<file path="src/rtl/sdram_host_arbiter.sv">
// sdram_host_arbiter: round-robin sharing of the single-command SDRAM controller host port.
// Optional abort timer enabled by defining SDRAM_ARB_TIMEOUT_EN.
module sdram_host_arbiter #(
   parameter int NREQ    = 2,
   parameter int TIMEOUT = 20000,
   parameter int TW      = 16
) (
   input  logic              clk,
   input  logic              rst,
   input  logic [NREQ-1:0]   req_valid,
   input  logic [NREQ-1:0]   req_we,
   input  logic [2*NREQ-1:0] req_bank,
   input  logic [22*NREQ-1:0] req_addr,
   input  logic [16*NREQ-1:0] req_wdata,
   output logic [NREQ-1:0]   req_ready,
   output logic [NREQ-1:0]   rsp_valid,
   output logic [15:0]       rsp_rdata,
   output logic              rsp_err,
   output logic              sd_wcmd,
   output logic              sd_rcmd,
   output logic [1:0]        sd_bank,
   output logic [21:0]       sd_addr,
   output logic [15:0]       sd_din,
   input  logic              sd_wdone,
   input  logic              sd_rdone,
   input  logic [15:0]       sd_dout
);
   typedef enum logic [1:0] {IDLE, ISSUE, RESP} state_t;
   state_t state, state_n;
   logic [1:0] rr_ptr, rr_n, owner, owner_n, pick, j;
   logic [2:0] s;
   logic found, done, tmo;
   logic [3:0] vld_a, we_a, ready4, rsp4;
   logic [1:0] bank_a [4];
   logic [21:0] addr_a [4];
   logic [15:0] din_a [4];
   logic [15:0] rdata_n, din_n;
   logic [21:0] addr_n;
   logic [1:0] bank_n;
   logic err_n, wcmd_n, rcmd_n;

   // unpack requester fields into fixed 4-entry tables so a 2-bit index fits any NREQ
   always_comb begin
      vld_a = '0;
      we_a = '0;
      for (int i = 0; i < 4; i++) begin
         bank_a[i] = '0;
         addr_a[i] = '0;
         din_a[i] = '0;
      end
      for (int i = 0; i < NREQ; i++) begin
         vld_a[i] = req_valid[i];
         we_a[i] = req_we[i];
         bank_a[i] = req_bank[2*i +: 2];
         addr_a[i] = req_addr[22*i +: 22];
         din_a[i] = req_wdata[16*i +: 16];
      end
   end

   // scan downwards so the requester closest to rr_ptr wins last
   always_comb begin
      found = 1'b0;
      pick = '0;
      s = '0;
      j = '0;
      for (int i = NREQ-1; i >= 0; i--) begin
         s = {1'b0, rr_ptr} + 3'(i);
         j = (s >= 3'(NREQ)) ? 2'(s - 3'(NREQ)) : s[1:0];
         if (vld_a[j]) begin
            found = 1'b1;
            pick = j;
         end
      end
   end

   assign done = (sd_wcmd & sd_wdone) | (sd_rcmd & sd_rdone);

`ifdef SDRAM_ARB_TIMEOUT_EN
   logic [TW-1:0] cnt;
   always_ff @(posedge clk or posedge rst)
      if (rst) cnt <= '0;
      else cnt <= (state == ISSUE) ? cnt + 1'b1 : '0;
   assign tmo = (state == ISSUE) && (cnt == TW'(TIMEOUT-1));
`else
   logic unused_cfg;
   assign unused_cfg = ^{32'(TIMEOUT), 32'(TW)};
   assign tmo = 1'b0;
`endif

   always_ff @(posedge clk or posedge rst)
      if (rst) begin
         state <= IDLE;
         rr_ptr <= '0;
         owner <= '0;
         req_ready <= '0;
         rsp_valid <= '0;
         rsp_rdata <= '0;
         rsp_err <= 1'b0;
         sd_wcmd <= 1'b0;
         sd_rcmd <= 1'b0;
         sd_bank <= '0;
         sd_addr <= '0;
         sd_din <= '0;
      end else begin
         state <= state_n;
         rr_ptr <= rr_n;
         owner <= owner_n;
         req_ready <= ready4[NREQ-1:0];
         rsp_valid <= rsp4[NREQ-1:0];
         rsp_rdata <= rdata_n;
         rsp_err <= err_n;
         sd_wcmd <= wcmd_n;
         sd_rcmd <= rcmd_n;
         sd_bank <= bank_n;
         sd_addr <= addr_n;
         sd_din <= din_n;
      end

   always_comb
      state_n = (state == IDLE)  ? (found ? ISSUE : IDLE) :
                (state == ISSUE) ? ((done | tmo) ? RESP : ISSUE) : IDLE;

   // a matching done in the timeout cycle still completes normally (err stays 0)
   always_comb begin
      ready4 = '0;
      rsp4 = '0;
      owner_n = owner;
      rr_n = rr_ptr;
      rdata_n = rsp_rdata;
      err_n = rsp_err;
      wcmd_n = sd_wcmd;
      rcmd_n = sd_rcmd;
      bank_n = sd_bank;
      addr_n = sd_addr;
      din_n = sd_din;
      if (state == IDLE && found) begin
         ready4[pick] = 1'b1;
         owner_n = pick;
         rr_n = (pick == 2'(NREQ-1)) ? 2'd0 : pick + 2'd1;
         bank_n = bank_a[pick];
         addr_n = addr_a[pick];
         din_n = din_a[pick];
         wcmd_n = we_a[pick];
         rcmd_n = ~we_a[pick];
      end
      if (state == ISSUE && (done || tmo)) begin
         wcmd_n = 1'b0;
         rcmd_n = 1'b0;
         rsp4[owner] = 1'b1;
         err_n = ~done;
         rdata_n = (done && sd_rcmd) ? sd_dout : rsp_rdata;
      end
   end
endmodule

</file>
<file path="config.mk">
export PLATFORM = sky130hd
export DESIGN_NAME = sdram_host_arbiter
export DESIGN_NICKNAME = d
export VERILOG_FILES = /design/src/rtl/sdram_host_arbiter.sv
export SDC_FILE = /design/constraint.sdc
export NUM_CORES = 1
export LEC_CHECK = 0
export CAP_MARGIN = 15
export CORE_ASPECT_RATIO = 0.9
export CORE_MARGIN = 2
export CORE_UTILIZATION = 30
export CTS_CLUSTER_SIZE = 16
export DETAILED_ROUTE_END_ITERATION = 12
export PLACE_DENSITY_LB_ADDON = 0.2
export SLEW_MARGIN = 5
export SYNTH_ARGS = -nofsm -noshare
export SYNTH_HDL_FRONTEND = slang
export SYNTH_SLANG_ARGS = --single-unit
</file>
<file path="constraint.sdc">
create_clock -name clk -period 2.5 [get_ports clk]
set_clock_uncertainty 0.15 [all_clocks]
set_input_delay 0.75 -clock clk [delete_from_list [all_inputs] [get_ports clk]]
set_output_delay 0.75 -clock clk [all_outputs]
set_load 0.005 [all_outputs]
</file>
# ---- Word level (Yosys, flattened, before mapping)
# Index checks and enable logic that the tools add are counted.
dict set report totals {
  wordCells 77
  regBits 69
  output_inout_bits 63
}
dict set report classes {
  n_eq_ne 2
  muxes 36
  add_sub_neg 4
  magnitude_cmp 9
  n_reduce_logical 8
  bitwise 6
}
# cell count
set ops {}
lappend ops {{$bmux W22 S2} 1}
lappend ops {{$mux W22} 2}
lappend ops {{$bmux W16 S2} 1}
lappend ops {{$mux W16} 2}
lappend ops {{$mux W2} 12}
lappend ops {{$lt A2 B3 Y1 const B} 4}
lappend ops {{$mux W1} 12}
lappend ops {{$bmux W1 S2} 3}
lappend ops {{$logic_and A1 B1 Y1} 5}
lappend ops {{$bmux W2 S2} 1}
lappend ops {{$demux W1 S2} 2}
lappend ops {{$eq A2 B1 Y1 const B} 2}
lappend ops {{$ge A2 B1 Y1 const B} 2}
lappend ops {{$sub A2 B2 Y2 const B} 2}
lappend ops {{$add A2 B1 Y3 const B} 1}
lappend ops {{$ge A3 B2 Y1 const B} 1}
lappend ops {{$ge A3 B3 Y1 const B} 1}
lappend ops {{$not A2 Y3} 1}
lappend ops {{$add A2 B1 Y2 const B} 1}
lappend ops {{$and A1 B1 Y1} 2}
lappend ops {{$ge A2 B2 Y1 const B} 1}
lappend ops {{$logic_not A2 Y1} 1}
lappend ops {{$not A1 Y1} 2}
lappend ops {{$reduce_and A2 Y1} 1}
lappend ops {{2 further kinds} 2}

# ---- Logic depth before layout (Yosys ltp)
# Gate-level depths: netlist of the first run.
dict set report depth {
  word_depth 12
  ltp_mapped 6
  ltp_nobuf 4
}

# ---- Worst setup path before layout of the first run
# OpenSTA, ideal clock, no wires.
dict set report synth_timing {
  kind {in2reg}
  startpoint {input sd_wdone}
  endpoint {register rsp_rdata[10]}
  required_ns 2.223
  stages 4
  t_arrival_ns 1.662
  setup_slack_ns 0.561
  path_cell_list {a21oi_1 nor3b_4 buf_6 mux2_1}
}
dict set report synth_between {
  elab_chain_len 4
}
# item line
set synth_lines {}
lappend synth_lines {{from (decl)} 24} ;# input logic sd_wdone,
lappend synth_lines {{$and A1 B1 Y1 *} 76} ;# assign done = (sd_wcmd & sd_wdone) | (sd_rcmd & sd_rdone);
lappend synth_lines {{$or A1 B1 Y1 *} 76}
lappend synth_lines {{$logic_and A1 B1 Y1 (on tied branches)} {146, 151}}
lappend synth_lines {{$reduce_and A2 Y1 (no source line) *} --}
lappend synth_lines {{to (signal assigned)} 110} ;# rsp_rdata <= rdata_n;
lappend synth_lines {{to (decl)} 17} ;# output logic [15:0] rsp_rdata,
# Mark *: on every way between the ends. The rest lies on a longest branch, timed or not.
# A chain may end at the register's enable or synchronous reset.

# ---- Worst setup path in the final report of the first run
dict set report layout_timing {
  startpoint {input req_valid[0]}
  endpoint {register sd_addr[8]}
}
dict set report layout_between {
  elab_chain_len 8
}
# item line
set layout_lines {}
lappend layout_lines {{from (decl)} 10} ;# input logic [NREQ-1:0] req_valid,
lappend layout_lines {{$bmux W1 S2} 69} ;# if (vld_a[j]) begin
lappend layout_lines {{$mux W1 (not written as such)} 69}
lappend layout_lines {{$mux W2 (2 in a row)} 69}
lappend layout_lines {{$not A2 Y3 (not written as such)} 141} ;# addr_n = addr_a[pick];
lappend layout_lines {{$bmux W22 S2} 141}
lappend layout_lines {{$mux W22 (not written as such) (2 in a row)} 141}
lappend layout_lines {{to (signal assigned)} 115} ;# sd_addr <= addr_n;
lappend layout_lines {{to (decl)} 22} ;# output logic [21:0] sd_addr,
# Parallel ways exist; a longest one is shown, timed or not. The select of a mux whose other input is x is not followed.

==> flow_metrics.env, run 1 <==
export IMPL_syn_num_nets=314
export IMPL_hold_start="owner[1]"
export IMPL_dp_slack_ns=-0.00696
export IMPL_gr_max_usage_layer="met2"
export IMPL_vias_per_cell=4.78
export IMPL_cp_end_kind="register"
export IMPL_via_count=2418
export IMPL_start_util_pct=30.6
export IMPL_yosys_area_top_type="dfrtp_1"
export IMPL_rr_startpoint="state[0]"
export IMPL_finalWirelength_mm=7.80
export IMPL_critPathLaunchType="input port"
export IMPL_ir_worst_vdd_mv=0.217
export IMPL_cp_num_buf_inv=3
export IMPL_hold_viol=0
export IMPL_async_flop_share_pct=100
export IMPL_rsz0062_at_grt="no"
export IMPL_synthesis_area_mm2=0.00277
export IMPL_grt_use_total_pct=15.5
export IMPL_syn_avg_cell_area_um2=13.2
export IMPL_synth_top_area_share_pct=62.3
export IMPL_drv_slew=0
export IMPL_worstSkewPairLatency_ns=0.33
export IMPL_power_density_mw_per_mm2=447
export IMPL_seq_power_share_pct=52.1
export IMPL_clockRootBuffer="clkbuf_8"
export IMPL_postCtsHoldBufs=0
export IMPL_hold_path_class="register to register"
export IMPL_worstMarginPinSlew_ns=0.482
export IMPL_synth_seq_area_share_pct=62.3
export IMPL_drc=0
export IMPL_io_buffers=166
export IMPL_synth_edff_count=0
export IMPL_max_slew_margin_pct=67.9
export IMPL_period_needed_ns=2.17
export IMPL_firstDrtPassIters=9
export IMPL_drive_gt1_share_pct=9.11
export IMPL_ys_warn_count=0
export IMPL_fin_crit_sh_pct=86.7
export IMPL_cts_buffers=9
export IMPL_ys_ff_latch=69
export IMPL_synthCells=210
export IMPL_clock_sinks=69
export IMPL_clockPowerShare_pct=38.7
export IMPL_synth_common_cells="dfrtp_1, inv_1, a222oi_1, mux2_1"
export IMPL_setup_ws_ns=0.332
export IMPL_switching_share_pct=21.9
export IMPL_core_rowCount=33
export IMPL_cp_startpoint="req_valid[0]"
export IMPL_cts_tree="built"
export IMPL_yosysMostFrequentCell="dfrtp_1"
export IMPL_place_congestion=0.701
export IMPL_grtUsageMet1_pct=19.2
export IMPL_combPwrFrac_pct=9.2
export IMPL_grtUsageMet3_pct=6.43
export IMPL_internal_power_mw=1.67
export IMPL_met2_usage_pct=24.3
export IMPL_grt_max_degree=70
export IMPL_wl_per_cell_um=15.4
export IMPL_clk_pin_slew_ns=0.08
export IMPL_p_total_mw=2.14
export IMPL_total_leakage_power_nw=2.40
export IMPL_p_sw_uw=469
export IMPL_grt_antenna_before_repair=0
export IMPL_finalSetupViolCount=0
export IMPL_area_delta_synth_final_pct=72.8
export IMPL_dominantRegCellSynth="dfrtp_1"
export IMPL_criticalPathCategory="input port to register"
export IMPL_insertedDiodeCount=0
export IMPL_pin_count=167
export IMPL_dp_final_hpwl_mm=5.41
export IMPL_rrSetupSlack_ns=0.77
export IMPL_post_cts_repair_setup_buffers=0
export IMPL_slowest_delay_ns=0.54
export IMPL_synthTopCellsByArea="dfrtp_1, a222oi_1, inv_1"
export IMPL_core_mm2=0.00904
export IMPL_grt_pass1_wl_mm=12.1
export IMPL_cp_max_fo=22
export IMPL_drtIter0Drc=231
export IMPL_design_die_area_mm2=0.0100
export IMPL_worstPathArrival_ns=2.24
export IMPL_dieHeight_um=95.2
export IMPL_grt_pass1_vias=2456
export IMPL_clock_path_buffers=2
export IMPL_synth_cell_type_count=26
export IMPL_status="completed"
export IMPL_critPathSlowestCell="clkdlybuf4s50_1"
export IMPL_final_nets=483
export IMPL_fin_util_pct=52.9
export IMPL_path_cells="clkdlybuf4s50_1 -> a21boi_1 -> o21ai_4 -> buf_12 -> a222oi_1 -> inv_1"
export IMPL_clock_fmax_mhz=461
export IMPL_critical_path_required_ns=2.57
export IMPL_grt_overflow_total=0
export IMPL_die_width_um=105
export IMPL_ant_nets=0
export IMPL_cts_resized=0
export IMPL_cp_top_family="buffers and inverters"
export IMPL_drv_cap=0
export IMPL_h_tree_depth=3
[cell type report]
| class | count | area [µm²] |
|---|---|---|
| Multi-Input combinational cell | 82 | 779 |
| Inverter | 43 | 165 |
| Tap cell | 122 | 153 |
| Timing Repair Buffer | 174 | 1780 |
| Sequential cell | 69 | 1730 |
| Clock inverter | 4 | 22.5 |
| Fill cell | 825 | 4260 |
| Clock buffer | 12 | 155 |
[power groups by stage]
stage / registers [mW] / logic [mW] / clock network, mW
floorplan: 1.14 / 0.0210 / 0
global placement: 1.14 / 0.199 / 0
detailed placement: 1.14 / 0.200 / 0
CTS: 1.11 / 0.201 / 0.867
global route: 1.11 / 0.211 / 0.906
finish: 1.12 / 0.198 / 0.828
[kinds of logic (layout without fill, tap and decap cells)]
family / after synthesis / count (layout) / synth area share, %
AO/OA/AOI/OAI: 51 / 51 / 16.9
buffers and inverters: 59 / 233 / 9.94
flip-flops: 69 / 69 / 62.3
multiplexers: 17 / 17 / 6.91
AND/OR/NAND/NOR: 14 / 14 / 3.93
[stage by stage]
stage | setup TNS [ns] | area [µm²] | cells | hold slack, ns
detailed placement | -0.00960 | 4610 | 490 | 0.293
CTS | 0 | 4790 | 506 | 0.305
floorplan | 0 | 2770 | 210 | 0.273
global route | 0 | 4790 | 506 | 0.321
global placement | 0 | 4610 | 490 | 0.294
finish | 0 | 4790 | 506 | 0.300
[registers in the layout, indices dropped and copies added (netlist names), 2 cells and up]
name and flops:
state 2, rr_ptr 2, rsp_rdata 16, sd_addr 22, req_ready 2, sd_din 16
sd_bank 2, owner 2, rsp_valid 2
[final timing paths]
check                                to  cells after the start
hold / removal             rsp_valid[0]                      1
setup / recovery             sd_addr[8]                      6
setup reg to reg              sd_din[3]                      4
hold reg to reg            rsp_valid[0]                      1
min in group asynchronous  rsp_rdata[3]                      3
max in group asynchronous    sd_din[15]                      3
[layer usage]
| metal | vias up | part of all wire, % |
|---|---|---|
| met5 | - | 0 |
| met4 | 0 | 1.3 |
| met3 | 10 | 10 |
| met2 | 130 | 46 |
| met1 | 1163 | 42 |
| li1 | 1115 | - |
[cell usage in the layout, fill, tap and decap left out, types with 2 or more instances in the layout]
cell	instances
mux2_1	10
nand2b_1	2
a21oi_1	2
inv_1	42
clkbuf_8	11
a222oi_1	40
mux2_2	7
clkinvlp_4	2
o21ai_0	2
buf_12	5
clkdlybuf4s50_1	166
clkinv_2	3
and2_1	4
buf_4	3
dfrtp_1	69
Note: power is estimated with default switching activity, not from simulation.
==> inputs of run 2 (changes only) <==
--- a/config.mk
+++ b/config.mk
@@ -8,7 +8,7 @@
 export CAP_MARGIN = 15
 export CORE_ASPECT_RATIO = 0.9
 export CORE_MARGIN = 2
-export CORE_UTILIZATION = 30
+export CORE_UTILIZATION = 34
 export CTS_CLUSTER_SIZE = 16
 export DETAILED_ROUTE_END_ITERATION = 12
 export PLACE_DENSITY_LB_ADDON = 0.2
==> run 2 against run 1 <==
Against the previous run:
- first-iteration DRC count increased by 0.43%
- flip-flop and latch count unchanged
- worst hold slack improved by 0.014 ns
- die area decreased by 11%
- non-clock buffer count decreased by 1
- sequential share of layout area decreased by 0.085 points
- critical path type unchanged
- critical endpoint is now sd_addr[19]
==> flow_metrics.env, run 2 (synthesis results as in run 1) <==
export IMPL_clk_pin_slew_ns=0.07
export IMPL_slowest_delay_ns=0.54
export IMPL_ir_worst_vdd_mv=0.315
export IMPL_finalSetupViolCount=0
export IMPL_grtUsageMet3_pct=8.36
export IMPL_p_sw_uw=450
export IMPL_core_rowCount=31
export IMPL_combPwrFrac_pct=8.4
export IMPL_drv_slew=0
export IMPL_design_die_area_mm2=0.00889
export IMPL_rsz0062_at_grt="no"
export IMPL_status="completed"
export IMPL_ant_nets=0
export IMPL_cts_tree="built"
export IMPL_clockPowerShare_pct=43.6
export IMPL_io_buffers=166
export IMPL_critPathSlowestCell="clkdlybuf4s50_1"
export IMPL_gr_max_usage_layer="met2"
export IMPL_criticalPathCategory="input port to register"
export IMPL_largest_register="sd_addr"
export IMPL_period_needed_ns=2.16
export IMPL_hold_viol=0
export IMPL_total_leakage_power_nw=2.42
export IMPL_cp_top_family="buffers and inverters"
export IMPL_internal_power_mw=1.88
export IMPL_grt_max_degree=70
export IMPL_place_congestion=0.666
export IMPL_power_density_mw_per_mm2=485
export IMPL_final_common_cell="clkdlybuf4s50_1"
export IMPL_wl_per_cell_um=15.9
export IMPL_h_tree_depth=3
export IMPL_fin_crit_sh_pct=86.3
export IMPL_seq_power_share_pct=48.0
export IMPL_setup_tns_ns=0
export IMPL_grtUsageMet1_pct=22.3
export IMPL_grt_antenna_before_repair=0
export IMPL_switching_share_pct=19.4
export IMPL_cp_end_kind="register"
export IMPL_worstMarginPinSlew_ns=0.489
export IMPL_crit_cells=6
export IMPL_cp_max_fo=27
export IMPL_start_util_pct=34.7
export IMPL_pin_count=167
export IMPL_die_width_um=99.1
export IMPL_rr_worst_depth=4
export IMPL_fin_util_pct=60.0
export IMPL_grt_overflow_total=0
export IMPL_largest_reg_flops=22
export IMPL_grt_pass1_wl_mm=12.3
export IMPL_core_mm2=0.00799
export IMPL_final_nets=482
export IMPL_multiInputGateArea_um2=779
export IMPL_cp_num_buf_inv=3
export IMPL_dp_final_hpwl_mm=5.46
export IMPL_clockRootBuffer="clkbuf_8"
export IMPL_fill_cells=699
export IMPL_insertedDiodeCount=0
export IMPL_postCtsHoldBufs=0
export IMPL_reg_largest_list="sd_addr x22, rsp_rdata x16, sd_din x16"
export IMPL_hold_path_class="register to register"
export IMPL_drv_cap=0
export IMPL_grt_pass1_vias=2459
export IMPL_critPathLaunchType="input port"
export IMPL_max_slew_margin_pct=67.4
export IMPL_clock_sinks=69
export IMPL_area_delta_synth_final_pct=73.2
export IMPL_final_cell_mix="clkdlybuf4s50_1, dfrtp_1, inv_1"
export IMPL_drtIter0Drc=232
export IMPL_critical_path_required_ns=2.56
export IMPL_finalWirelength_mm=7.66
export IMPL_clock_path_buffers=2
export IMPL_met2_usage_pct=27.8
export IMPL_min_path_cells=1
export IMPL_grt_use_total_pct=17.9
export IMPL_cts_resized=0
export IMPL_cts_buffers=9
export IMPL_worstPathArrival_ns=2.22
export IMPL_worstSkewPairLatency_ns=0.33
export IMPL_firstDrtPassIters=8
export IMPL_drive_gt1_share_pct=8.88
export IMPL_ff_latch_area_mm2=0.00173
export IMPL_path_cells="clkdlybuf4s50_1 -> a21boi_1 -> o21ai_4 -> buf_12 -> a222oi_1 -> inv_1"
export IMPL_dieHeight_um=89.6
export IMPL_vias_per_cell=5.01
export IMPL_via_count=2415
export IMPL_clock_fmax_mhz=464
export IMPL_drc=0
export IMPL_post_cts_repair_setup_buffers=0
## run 2: final cells by class
cell class / count / share of cell area, %
clock buffers: 12 / 3.23
clock inverters: 4 / 1.46
inverters: 43 / 3.44
multi-input cells: 82 / 16.2
flip-flops and latches: 69 / 36.0
well taps: 99 / 2.58
repair buffers: 173 / 37.0
## run 2: per-layer routing
metal	vias up	part of all wire (%)
met5	-	0
met4	0	1.2
met3	10	12
met2	127	47
met1	1169	40
li1	1109	-
## run 2: path summary, 6_finish.rpt
check	slack (ns)	startpoint	end
min reg2reg	0.31	owner[1]	rsp_valid[0]
max	0.34	req_valid[0]	sd_addr[19]
max in group asynchronous	1.19	rst	sd_din[9]
min	0.31	owner[1]	rsp_valid[0]
min in group asynchronous	0.71	rst	rsp_rdata[3]
max reg2reg	0.76	state[0]	sd_addr[15]
## run 2: power groups by stage
stage                     logic [mW]  registers [mW]  clock network, mW
final                          0.196            1.12               1.01
after detailed placement       0.199            1.14                  0
after floorplan               0.0210            1.14                  0
after global routing           0.212            1.11               1.09
after CTS                      0.200            1.12               1.05
after global placement         0.197            1.14                  0
## run 2: through the flow
| step | power, mW | cell area (µm²) | setup WS (ns) | hold WS (ns) | std cells |
|---|---|---|---|---|---|
| CTS | 2.36 | 4800 | 0.328 | 0.311 | 482 |
| detailed placement | 1.34 | 4570 | -0.00626 | 0.303 | 466 |
| global placement | 1.33 | 4570 | 0.0394 | 0.295 | 466 |
| floorplan | 1.16 | 2770 | 0.561 | 0.273 | 210 |
| global route | 2.42 | 4800 | 0.257 | 0.328 | 482 |
| finish | 2.33 | 4800 | 0.343 | 0.314 | 482 |
==> inputs of run 3 (changes only) <==
--- a/config.mk
+++ b/config.mk
@@ -12,6 +12,7 @@
 export CTS_CLUSTER_SIZE = 16
 export DETAILED_ROUTE_END_ITERATION = 12
 export PLACE_DENSITY_LB_ADDON = 0.2
+export SETUP_SLACK_MARGIN = 0.5
 export SLEW_MARGIN = 5
 export SYNTH_ARGS = -nofsm -noshare
 export SYNTH_HDL_FRONTEND = slang
==> run 3 against run 2 <==
Against the previous run:
- clock power is essentially flat
- sequential share of layout area down 0.66 points
- critical endpoint is now sd_rcmd
- sequential power about the same
- final area grew 1.9%
- largest power group unchanged
- combinational power is essentially flat
- critical path type unchanged
- worst hold slack about the same
- flip-flop and latch count stayed put
==> flow_metrics.env, run 3 (synthesis results as in run 1) <==
export IMPL_multiInputGateArea_um2=825
export IMPL_status="completed"
export IMPL_largest_reg_flops=22
export IMPL_largest_register="sd_addr"
export IMPL_dp_cells=466
export IMPL_grt_overflow_total=0
export IMPL_cp_end_kind="register"
export IMPL_criticalPathCategory="input port to register"
export IMPL_period_needed_ns=1.92
export IMPL_dp_slack_ns=-0.00626
export IMPL_pin_count=167
export IMPL_critPathLaunchType="input port"
export IMPL_final_cell_mix="clkdlybuf4s50_1, dfrtp_1, dlygate4sd2_1"
export IMPL_total_leakage_power_nw=2.84
export IMPL_finalWirelength_mm=8.38
export IMPL_stdcell_count=493
export IMPL_clock_sinks=69
export IMPL_fin_crit_sh_pct=76.8
export IMPL_io_buffers=166
export IMPL_reg_largest_list="sd_addr x22, rsp_rdata x16, sd_din x16"
export IMPL_ir_worst_vdd_mv=0.316
export IMPL_dp_final_hpwl_mm=5.46
export IMPL_cp_max_fo=14
export IMPL_via_count=2509
export IMPL_setup_ws_ns=0.579
export IMPL_worstSkewPairLatency_ns=0.33
export IMPL_hold_viol=0
export IMPL_rsz0062_at_grt="no"
export IMPL_postCtsHoldBufs=0
export IMPL_die_width_um=99.1
export IMPL_clockRootBuffer="clkbuf_8"
export IMPL_grt_antenna_before_repair=0
export IMPL_clk_pin_slew_ns=0.07
export IMPL_drv_slew=0
export IMPL_dieHeight_um=89.6
export IMPL_slowest_delay_ns=0.33
export IMPL_drc=0
export IMPL_cts_tree="built"
export IMPL_grt_max_degree=70
export IMPL_grt_pass1_wl_mm=13.2
export IMPL_start_util_pct=34.7
export IMPL_drive_gt1_share_pct=12.4
export IMPL_core_rowCount=31
export IMPL_vias_per_cell=5.09
export IMPL_finalSetupViolCount=0
export IMPL_h_tree_depth=3
export IMPL_critical_path_required_ns=2.58
export IMPL_firstDrtPassIters=10
export IMPL_grt_pass1_vias=2571
export IMPL_clock_path_buffers=2
export IMPL_max_slew_margin_pct=75.3
export IMPL_area_delta_synth_final_pct=76.4
export IMPL_cp_top_family="compound AO/OA/AOI/OAI gates"
export IMPL_design_die_area_mm2=0.00889
export IMPL_worstMarginPinSlew_ns=0.371
export IMPL_p_total_mw=2.33
export IMPL_fill_cells=694
export IMPL_whs_ns=0.314
export IMPL_hold_path_class="register to register"
export IMPL_place_congestion=0.666
export IMPL_final_nets=493
export IMPL_core_mm2=0.00799
export IMPL_insertedDiodeCount=0
export IMPL_drv_cap=0
export IMPL_wl_per_cell_um=17.0
export IMPL_final_common_cell="clkdlybuf4s50_1"
export IMPL_grt_use_total_pct=19.5
export IMPL_ant_nets=0
export IMPL_critPathSlowestCell="mux2_2"
export IMPL_cp_num_buf_inv=2
export IMPL_cts_buffers=9
export IMPL_power_density_mw_per_mm2=477
export IMPL_ff_latch_area_mm2=0.00173
export IMPL_clock_fmax_mhz=521
export IMPL_worstPathArrival_ns=2.00
export IMPL_path_cells="clkdlybuf4s15_1 -> a21boi_4 -> o21ai_4 -> buf_12 -> mux2_2"
export IMPL_drtIter0Drc=236
run 3: final cells by class:
cell class	count	area share [%]
multi-input combinational	84	16.9
inverter	43	3.38
tap	99	2.53
clock inverter	4	1.43
clock buffer	12	3.17
timing repair buffer	182	37.3
sequential	69	35.3
run 3: per-stage QoR:
step	util (%)	TNS (ns)	cell area [µm²]
5_1_grt	61.2	0	4890
6_report	61.2	0	4890
3_3_place_gp	57.2	0	4570
4_1_cts	61.1	0	4880
2_1_floorplan	-	0	2770
3_5_place_dp	57.2	-0.0170	4570
run 3: what timing repair did:
action | CTS | global route
setup endpoints to repair | 111 | 30
resized for setup | 73 | 5
pin swaps | 4 | 2
cloned | 4 | 0
setup buffers | 7 | 0
run 3: report_power, final:
| part | internal (mW) | leakage (nW) | total (mW) | switching (mW) |
|---|---|---|---|---|
| combinational | 0.146 | 1.77 | 0.199 | 0.0528 |
| sequential | 1.12 | 0.954 | 1.12 | 0 |
| clock | 0.613 | 0.116 | 1.01 | 0.401 |
| total | 1.88 | 2.84 | 2.33 | 0.454 |
run 3: layer usage:
layer | track usage [%] | up-vias | part of all wire, %
met5 | 0 | - | 0
met4 | 6.60 | 0 | 1.1
met3 | 7.51 | 9 | 9.9
met2 | 32.5 | 125 | 48
met1 | 23.6 | 1233 | 41
li1 | - | 1142 | -
run 3: worst paths after layout:
| kind | from | end | slack [ns] | cells after the start |
|---|---|---|---|---|
| worst max-delay path | req_valid[0] | sd_rcmd | 0.58 | 5 |
| worst min-delay path | owner[1] | rsp_valid[0] | 0.31 | 1 |
| worst max register to register | state[1] | rsp_rdata[2] | 0.73 | 4 |
| worst min register to register | owner[1] | rsp_valid[0] | 0.31 | 1 |
| max in group asynchronous | rst | sd_din[12] | 1.19 | 3 |
| min in group asynchronous | rst | rsp_rdata[5] | 0.71 | 3 |
